<file path="src/rtl/comp_pkg.sv">
// Shared types for the serial magnitude comparator.
package comp_pkg;

   // Controller sequencing states.
   typedef enum logic {
      IDLE,
      SCAN
   } comp_state_t;

   // Outcome of one 2-bit slice, or of a whole compare.
   typedef enum logic [1:0] {
      CMP_LT,
      CMP_EQ,
      CMP_GT
   } cmp_res_t;

   // Collapse a one-hot slice result into the enum.
   function automatic cmp_res_t to_res(input logic lt, input logic gt);
      if (lt)      return CMP_LT;
      else if (gt) return CMP_GT;
      else         return CMP_EQ;
   endfunction

endpackage

</file>
<file path="src/rtl/cmp2_slice.sv">
// Combinational 2-bit unsigned comparator slice with one-hot lt/eq/gt.
module cmp2_slice (
   input  logic [1:0] x,
   input  logic [1:0] y,
   output logic       lt,
   output logic       eq,
   output logic       gt
);

   // Plain 2-bit magnitude compare; exactly one output is high.
   always_comb begin
      lt = (x < y);
      eq = (x == y);
      gt = (x > y);
   end

endmodule

</file>
<file path="src/rtl/serial_mag_comp_ctrl.sv">
// Serial WIDTH-bit magnitude comparator: walks 2-bit slices MSB first
// through one shared cmp2_slice and reports a one-hot result.
module serial_mag_comp_ctrl
   import comp_pkg::*;
#(
   parameter int WIDTH      = 8,
   parameter bit EARLY_EXIT = 1'b1
) (
   input  logic                           clk,
   input  logic                           rst,
   input  logic                           start,
   input  logic [WIDTH-1:0]               a,
   input  logic [WIDTH-1:0]               b,
   output logic                           busy,
   output logic                           done,
   output logic                           lt,
   output logic                           eq,
   output logic                           gt,
   output logic [$clog2(WIDTH/2):0]       slices
);

   localparam int NS = WIDTH / 2;
   localparam int CW = $clog2(NS) + 1;

   comp_state_t    r_state;
   logic [WIDTH-1:0] r_a, r_b;
   logic [CW-1:0]  r_cnt;
   logic [CW-1:0]  r_slices;
   logic           r_dec;
   cmp_res_t       r_pend;
   logic           r_busy, r_done, r_lt, r_eq, r_gt;

   logic           w_lt, w_eq, w_gt;
   logic           w_last, w_leave;
   cmp_res_t       w_final;

   // The single shared slice comparator sees the current top slice.
   cmp2_slice u_slice (
      .x  (r_a[WIDTH-1 -: 2]),
      .y  (r_b[WIDTH-1 -: 2]),
      .lt (w_lt),
      .eq (w_eq),
      .gt (w_gt)
   );

   // Exit decision and the result to publish on leaving SCAN; an earlier
   // pending decision always wins over the current slice.
   always_comb begin
      w_last  = (r_cnt == CW'(NS - 1));
      w_leave = EARLY_EXIT ? (w_last || !w_eq) : w_last;
      w_final = r_dec ? r_pend : to_res(w_lt, w_gt);
   end

   // Sequencer: accept, scan one slice per edge, publish result with done pulse.
   always_ff @(posedge clk) begin
      if (rst) begin
         r_state  <= IDLE;
         r_a      <= '0;
         r_b      <= '0;
         r_cnt    <= '0;
         r_slices <= '0;
         r_dec    <= 1'b0;
         r_pend   <= CMP_EQ;
         r_busy   <= 1'b0;
         r_done   <= 1'b0;
         r_lt     <= 1'b0;
         r_eq     <= 1'b0;
         r_gt     <= 1'b0;
      end else begin
         r_done <= 1'b0;
         case (r_state)
            IDLE: begin
               if (start) begin
                  r_a     <= a;
                  r_b     <= b;
                  r_lt    <= 1'b0;
                  r_eq    <= 1'b0;
                  r_gt    <= 1'b0;
                  r_dec   <= 1'b0;
                  r_pend  <= CMP_EQ;
                  r_cnt   <= '0;
                  r_busy  <= 1'b1;
                  r_state <= SCAN;
               end
            end
            SCAN: begin
               r_a   <= r_a << 2;
               r_b   <= r_b << 2;
               r_cnt <= r_cnt + CW'(1);
               if (!r_dec && !w_eq) begin
                  r_dec  <= 1'b1;
                  r_pend <= to_res(w_lt, w_gt);
               end
               if (w_leave) begin
                  r_state  <= IDLE;
                  r_busy   <= 1'b0;
                  r_done   <= 1'b1;
                  r_slices <= r_cnt + CW'(1);
                  r_lt     <= (w_final == CMP_LT);
                  r_eq     <= (w_final == CMP_EQ);
                  r_gt     <= (w_final == CMP_GT);
               end
            end
            default: r_state <= IDLE;
         endcase
      end
   end

   assign busy   = r_busy;
   assign done   = r_done;
   assign lt     = r_lt;
   assign eq     = r_eq;
   assign gt     = r_gt;
   assign slices = r_slices;

endmodule

</file>
<file path="config.mk">
export PLATFORM = sky130hd
export DESIGN_NAME = serial_mag_comp_ctrl
export DESIGN_NICKNAME = d
export VERILOG_FILES = /design/src/rtl/comp_pkg.sv /design/src/rtl/cmp2_slice.sv /design/src/rtl/serial_mag_comp_ctrl.sv
export SDC_FILE = /design/constraint.sdc
export NUM_CORES = 1
export LEC_CHECK = 0
export CAP_MARGIN = 40
export CORE_UTILIZATION = 50
export DETAILED_ROUTE_END_ITERATION = 8
export PLACE_DENSITY = 0.77
export SLEW_MARGIN = 5
export SYNTH_ARGS = -nofsm -noshare
export SYNTH_HDL_FRONTEND = slang
export SYNTH_SLANG_ARGS = --single-unit
</file>
<file path="constraint.sdc">
create_clock -name clk -period 2 [get_ports clk]
set_clock_uncertainty 0.15 [all_clocks]
set_input_delay 0.4 -clock clk [delete_from_list [all_inputs] [get_ports clk]]
set_output_delay 0.4 -clock clk [all_outputs]
set_load 0.05 [all_outputs]
</file>
Word level (Yosys, flattened, before mapping)
Index checks and enable logic that the tools add are counted.
- bits in registers: 31
- bits of input ports: 19
- latch bits: 0
- memories: 0
- memory bits (read-only): 0
- output and inout bits: 8
- bits in writable memories: 0
- reduce and logical (&&, ||, !) cells: 9
- magnitude comparators: 2
- bitwise logic cells: 1
- div/mod/pow operators: 0
- multipliers: 0
- shift operators: 0
- $add $sub $neg: 1
- multiplexer cells: 28
- equal/unequal tests: 7
- operator list (cell ; number):
    8-bit one-hot mux with 2 select lines ; 2
    8-bit two-way mux ; 2
    1-bit one-hot mux with 2 select lines ; 6
    1-bit two-way mux ; 10
    2-bit two-way mux ; 5
    3-bit one-hot mux with 2 select lines ; 1
    2-bit AND reduction ; 3
    2-bit by 1-bit inequality test with 1-bit output, second input constant ; 2
    2-bit one-hot mux with 2 select lines ; 1
    3-bit by 1-bit adder with 3-bit output, second input constant ; 1
    3-bit by 2-bit equality test with 1-bit output, second input constant ; 1
    3-bit two-way mux ; 1
    2-bit by 1-bit equality test with 1-bit output, second input constant ; 1
    2-bit equality test ; 1
    2-bit equality test, second input constant ; 1
    2-bit > comparator ; 1
    1-bit zero test ; 2
    2-bit zero test ; 1
    2-bit less-than comparator ; 1
    2-bit inequality test, second input constant ; 1
    2-bit OR reduction ; 1
    1-bit logical AND ; 1
    1-bit logical OR ; 1
    1-bit NOT ; 1

Longest topological paths before layout
Gate-level depths: netlist (run 1).
- depth in word-level cells: 7
- gate-level depth with buffers: 8
- gate-level depth less buffers: 7

Hierarchy
Synthesis (run 1) repeated with hierarchy kept, for this count alone.
- cell total of the unflattened synthesis: 146
- area total of the unflattened synthesis: 1472.7 um2
- modules (own cells, without submodules) (module ; cells each ; area each (um2) ; sequential area each (um2) ; times used):
    serial_mag_comp_ctrl ; 137 ; 1410.1 ; 620.6 ; 1
    cmp2_slice ; 9 ; 62.6 ; 0.0 ; 1

Worst setup path after synthesis (run 1)
No wires, ideal clock.
- path type: reg-to-reg
- from: reg r_b[7]
- to: reg r_slices[0], in the netlist slices[0]
- setup time: 79 ps
- setup slack: 496 ps
- required time: 1771 ps
- arrival time: 1274 ps
- cell stages (with the launch flop): 9
- clock period less this slack: 1504 ps
- cell sequence: dfxtp_1 > inv_1 > ha_1 > nand2_2 > nor2_2 > nor2b_2 > buf_6 > nor2_1 > a211oi_2
- word-level cells in the longest chain between the ends: 4
- ends and longest elaborated chain (item ; RTL line ; source):
    from (decl) ; serial_mag_comp_ctrl.sv:26 ; logic [WIDTH-1:0] r_a, r_b;
    from (signal assigned) ; serial_mag_comp_ctrl.sv:88 ; r_b <= r_b << 2;
    2-bit equality test ; cmp2_slice.sv:13 ; eq = (x == y);
    1-bit zero test ; serial_mag_comp_ctrl.sv:50 ; w_leave = EARLY_EXIT ? (w_last || !w_eq) : w_last;
    1-bit logical OR ; serial_mag_comp_ctrl.sv:50 ;
    2-bit AND reduction (no source line) ; -- ;
    to (signal assigned) ; serial_mag_comp_ctrl.sv:98 ; r_slices <= r_cnt + CW'(1);
    to (decl) ; serial_mag_comp_ctrl.sv:28 ; logic [CW-1:0] r_slices;
No other way between the ends.
A chain may end at the register's enable or synchronous reset.

Worst setup path after layout (run 1)
Same ends and word-level chain as after synthesis.

==> qor.yml, run 1 <==
hold_class: "register to register"
setup_ws_ns: 0.230
critical_path_required_ns: 2.10
n_antenna_cell: 0
max_cap_violations: 0
drtIter0Drc: 26
avgSynthCellArea_sq_um: 8.87
synth_fp_nets: 183
die_x_um: 55.3
ys_ff_latch: 31
wire_per_inst_um: 12.5
syn_area_sq_um: 1420
layout_common_cells: "36 x nor2_1, 31 x dfxtp_1, 19 x a21oi_1"
postRouteAntennaNets: 0
crit_type: "register to register"
row_count: 18
syn_inst: 160
p_per_area_nw_per_um2: 816
insertion_delay_ns: 0.32
die-height_um: 55.3
dieArea_sq_um: 3050
startpoint: "r_b[7]"
ioPinCount: 27
cts_hold_buf: 0
period_needed_ns: 1.77
ir_worst_vdd_mv: 0.534
slew_violations: 0
clockRootBuffer: "clkbuf_4"
hpwl_mm: 1.85
gp_congestion: 0.793
fmax_mhz: 565
fin_util: 0.669
cp-start-kind: "register"
post-place-ws_ns: 0.125
cp.arrival_ns: 1.87
fp.coreArea_sq_um: 2570
setup_viol: 0
synth_cell_types: 29
antenna_found_initial: 0
clk_path_buf_depth: 2
synth_ff_type: "dfxtp_1"
grt_start_max_net_pins: 33
hold_path_startpoint: "lt"
area_growth_pct: 21.1
mostFrequentLayoutCell: "nor2_1"
synth-edff-count: 0
grt_pass1_wl_mm: 4.73
finalCritPeriodShare: 0.885
drc: 0
cts_buffers: 5
status: "finished, final reports clean"
overflow: 0
cp-end-kind: "register"
critPathMaxFanout: 8
worst_slew_pin_slew_ns: 0.398
dr.pass1.iters: 4
slew_headroom: 0.734
grt_pass1_vias: 1093
r2r_start: "r_b[7]"
grt_usage: 0.196
vias: 1154
setup-tns-final_ns: 0
power_uw: 1400
ys_seq_area_frac: 0.437
place_area_sq_um: 1650
final_layout_size_suffix_gt1_frac: 0.144
wirelength_mm: 2.71
clkTransAtPathRegs_ns: 0.09
fillCellCount: 214
design_area_sq_um: 1720
cellLeakagePower_uw: 0.000729
rsz0062_at_grt: "false"
viasPerCell: 5.32
finalNetCount: 209
cts_tree: "built"
yosysWarnings: 0
finalHoldViolCount: 0
initial_core_util: 0.553
cts-resized-gates: 0
post_cts_buffers: 0
clock-sinks: 31
h-tree-depth: 2
ys_async_sr_fraction: 0
placement.io_buffers: 26
cell type report:
cell class	instances	area, sq um	area share
tap	30	37.5	0.0218
inverter	5	18.8	0.0109
multi-input combinational	114	697	0.406
timing repair buffer	29	275	0.160
clock buffer	8	68.8	0.0401
sequential	31	621	0.361
logic make-up after synthesis:
logic type               count (synthesis)  share of synthesized area
buffers and inverters                   15                     0.0714
multiplexers                            16                      0.113
AND/OR/NAND/NOR                         64                      0.214
flip-flops                              31                      0.437
adder cells (fa/ha/maj)                  4                     0.0353
AO/OA/AOI/OAI                           30                      0.129
sequential cells by signal (all words and copies together), names as in the netlist:
signal   count
done         1
r_a          8
r_b          8
eq           1
r_pend       2
busy         1
r_cnt        3
gt           1
r_state      1
r_dec        1
slices       3
lt           1
critical path: stages (launching register included):
cell	delay, ns
dfxtp_1	0.35
inv_1	0.05
ha_1	0.29
nand2_2	0.16
nor2_2	0.06
nor2b_2	0.34
nor2_1	0.10
a211oi_2	0.19
synth_stat cells (2+ instances only):
master,n,share of area
nor2_1,36,0.095
dfxtp_1,31,0.44
a21oi_1,19,0.067
mux2i_1,16,0.11
nor3_1,7,0.025
buf_6,5,0.040
inv_1,5,0.013
nand2_1,5,0.013
nand2b_1,5,0.022
ha_1,4,0.035
clkbuf_1,3,0.0079
a211oi_2,2,0.018
a21o_1,2,0.011
a22oi_1,2,0.011
buf_4,2,0.011
nor2_2,2,0.0088
o21ai_0,2,0.0071
final timing paths:
| check | slack, ns | endpoint | cells past startpoint |
|---|---|---|---|
| worst max-delay path | 0.23 | slices[0] | 7 |
| worst min-delay path | 0.32 | lt | 2 |
| worst max register to register | 0.23 | slices[0] | 7 |
| worst min register to register | 0.32 | lt | 2 |
stage by stage:
stage | instances | hold WS, ns
final | 217 | 0.319
after global routing | 217 | 0.340
after CTS | 217 | 0.320
after detailed placement | 209 | 0.305
after global placement | 209 | 0.295
after floorplan | 160 | 0.304
report_power, final:
group / internal (uW) / total (uW) / switching (uW)
clock network: 207 / 411 / 204
logic: 130 / 302 / 172
registers: 660 / 689 / 29.9
total: 996 / 1400 / 406
per-layer routing:
metal  routed length (um)  global-route usage
met3                  100              0.0585
met1                 1250               0.236
met2                 1290               0.320
met5                    0                   0
met4                   58              0.0893
(Power assumes the default switching activity.)
==> run 2, diff against run 1 <==
ABC_CLOCK_PERIOD_IN_PS = 2000   (was default)
CORE_UTILIZATION = 47   (was 50)
PLACE_DENSITY = 0.81   (was 0.77)
==> run 2 against run 1 <==
Effect of this change:
- the flow now finishes with violations (design-rule violations)
- routed wire length decreased by 2.3%
- largest power group unchanged
- worst hold slack lost 0.0068 ns
- via count shrank 1.4%
- core utilization shrank 6.2 points
- sequential power about the same
- clock-buffer cell count down 2
- clock power shrank 23%
- sequential share of layout area increased by 0.29 points
- highest routed layer unchanged
- worst setup slack better by 0.023 ns
- register-to-register slack better by 0.02 ns
==> qor.yml, run 2 (synthesis results as in run 1) <==
finalCritPeriodShare: 0.873  # was 0.885
rsz0062_at_grt: "false"  # unchanged
cts_buffers: 5  # unchanged
cp_slowest_stage_delay_ns: 0.34  # was 0.35 ns
dieArea_sq_um: 3240  # was 3050 sq um
slew_violations: 0  # unchanged
vias: 1138  # was 1154
setup-tns-final_ns: 0  # unchanged
area_growth_pct: 20.1  # was 21.1%
overflow: 0  # unchanged
ir_worst_vdd_mv: 0.365  # was 0.534 mV
hold_class: "register to register"  # unchanged
cp.arrival_ns: 1.85  # was 1.87 ns
status: "finished with violations"  # was finished, final reports clean
wire_per_inst_um: 12.2  # was 12.5 um
stdcell_count: 216  # was 217
clk_path_buf_depth: 2  # unchanged
r2r-end: "slices[0]"  # unchanged
dr.pass1.iters: 6  # was 4
fp.coreArea_sq_um: 2810  # was 2570 sq um
grt_start_max_net_pins: 35  # was 33
placement.io_buffers: 26  # unchanged
cts_hold_buf: 0  # unchanged
grt_usage: 0.179  # was 0.196
largestRegisters: "r_a x8, r_b x8"  # unchanged
postRouteAntennaNets: 0  # unchanged
fillCellCount: 267  # was 214
initial_core_util: 0.506  # was 0.553
drc: 2  # was 0
setup_viol: 0  # unchanged
drtIter0Drc: 16  # was 26
crit_type: "register to register"  # unchanged
wirelength_mm: 2.65  # was 2.71 mm
cellLeakagePower_uw: 0.000719  # was 0.000729 uW
n_antenna_cell: 0  # unchanged
hpwl_mm: 1.86  # was 1.85 mm
ioPinCount: 27  # unchanged
layout_common_cells: "36 x nor2_1, 31 x dfxtp_1, 19 x a21oi_1"  # unchanged
worst_slew_pin_slew_ns: 0.432  # was 0.398 ns
insertion_delay_ns: 0.33  # was 0.32 ns
critPathMaxFanout: 8  # unchanged
final_layout_size_suffix_gt1_frac: 0.135  # was 0.144
critical_path_required_ns: 2.11  # was 2.10 ns
antenna_found_initial: 0  # unchanged
die_x_um: 56.9  # was 55.3 um
rrSetupSlack_ns: 0.25  # was 0.23 ns
clkTransAtPathRegs_ns: 0.09  # about the same
r2r_start: "r_b[7]"  # unchanged
gp_congestion: 0.817  # was 0.793
p_per_area_nw_per_um2: 770  # was 816 nW/um^2
fmax_mhz: 572  # was 565 MHz
dp_cells: 210  # was 209
grt_pass1_wl_mm: 4.36  # was 4.73 mm
h-tree-depth: 2  # unchanged
slew_headroom: 0.711  # was 0.734
finalHoldViolCount: 0  # unchanged
clockRootBuffer: "clkbuf_4"  # unchanged
hold-path-cell-count: 2  # unchanged
mostFrequentLayoutCell: "nor2_1"  # unchanged
multi_input_area_sq_um: 697  # unchanged
path_cells: "inv_1, ha_1, nand2_2, nor2_2, nor2b_2, nor2_1, a211oi_2"  # unchanged
ff_latch_area_sq_um: 621  # unchanged
cts-resized-gates: 0  # unchanged
viasPerCell: 5.27  # was 5.32
violations: "design-rule violations"
hold-path-endpoint: "slices[1]"  # was lt
grt_pass1_vias: 1039  # was 1093
period_needed_ns: 1.75  # was 1.77 ns
cp-end-kind: "register"  # unchanged
post_cts_buffers: 0  # unchanged
finalNetCount: 209  # unchanged
cpMaxStageDelayCell: "dfxtp_1"  # unchanged
cp-start-kind: "register"  # unchanged
row_count: 19  # was 18
max_cap_violations: 0  # unchanged
reg2reg_depth: 7  # unchanged
cts_tree: "built"  # unchanged
clock-sinks: 31  # unchanged
die-height_um: 56.9  # was 55.3 um
hold_path_startpoint: "slices[1]"  # was lt
-- run 2: cell count changes in the layout (fill, tap and decap cells not counted) --
cell / change
clkbuf_8: -2
buf_12: +1
buf_4: -1
-- run 2: worst max-delay path: cells and delay by family (launching register included) --
family | cells | cell delay [ns]
flip-flops | 1 | 0.34
AO/OA/AOI/OAI | 1 | 0.18
buffers and inverters | 1 | 0.05
AND/OR/NAND/NOR | 4 | 0.64
adder cells (fa/ha/maj) | 1 | 0.30
-- run 2: worst max path at each step --
| stage | from | to | slack (ns) | depth (start not counted) |
|---|---|---|---|---|
| finish | r_b[7] | slices[0] | 0.25 | 7 |
| global route | r_b[7] | slices[2] | 0.12 | 7 |
| CTS | r_b[7] | slices[0] | 0.25 | 7 |
| detailed placement | start | gt | 0.11 | 6 |
| global placement | start | gt | 0.19 | 6 |
| floorplan | r_b[7] | slices[0] | 0.50 | 8 |
-- run 2: area by class of cell --
| type | instances | area share |
|---|---|---|
| clock buffers | 6 | 0.0242 |
| inverters | 5 | 0.0110 |
| multi-input cells | 114 | 0.409 |
| flip-flops and latches | 31 | 0.364 |
| well taps | 31 | 0.0228 |
| repair buffers | 29 | 0.169 |
-- run 2: metal layers --
| layer | up-vias | global-route usage | wire length, um |
|---|---|---|---|
| met5 | - | 0 | 0 |
| li1 | 591 | - | - |
| met3 | 7 | 0.0703 | 135 |
| met1 | 514 | 0.196 | 1190 |
| met2 | 26 | 0.297 | 1270 |
| met4 | 0 | 0.0976 | 49 |
-- run 2: metrics by stage --
stage	cell area, sq um	hold slack (ns)	setup slack (ns)	power [uW]	utilization
6_report	1700	0.313	0.253	1310	0.607
5_1_grt	1700	0.334	0.116	1380	0.607
4_1_cts	1700	0.315	0.247	1320	0.607
3_5_place_dp	1660	0.304	0.114	1010	0.593
3_3_place_gp	1660	0.301	0.193	999	0.593
2_1_floorplan	1420	0.304	0.496	927	-
-- run 2: where the power goes --
group,total (uW),switching [uW],internal [uW]
combinational,306,170,135
clock,316,191,125
sequential,691,31.3,659
total,1310,393,919
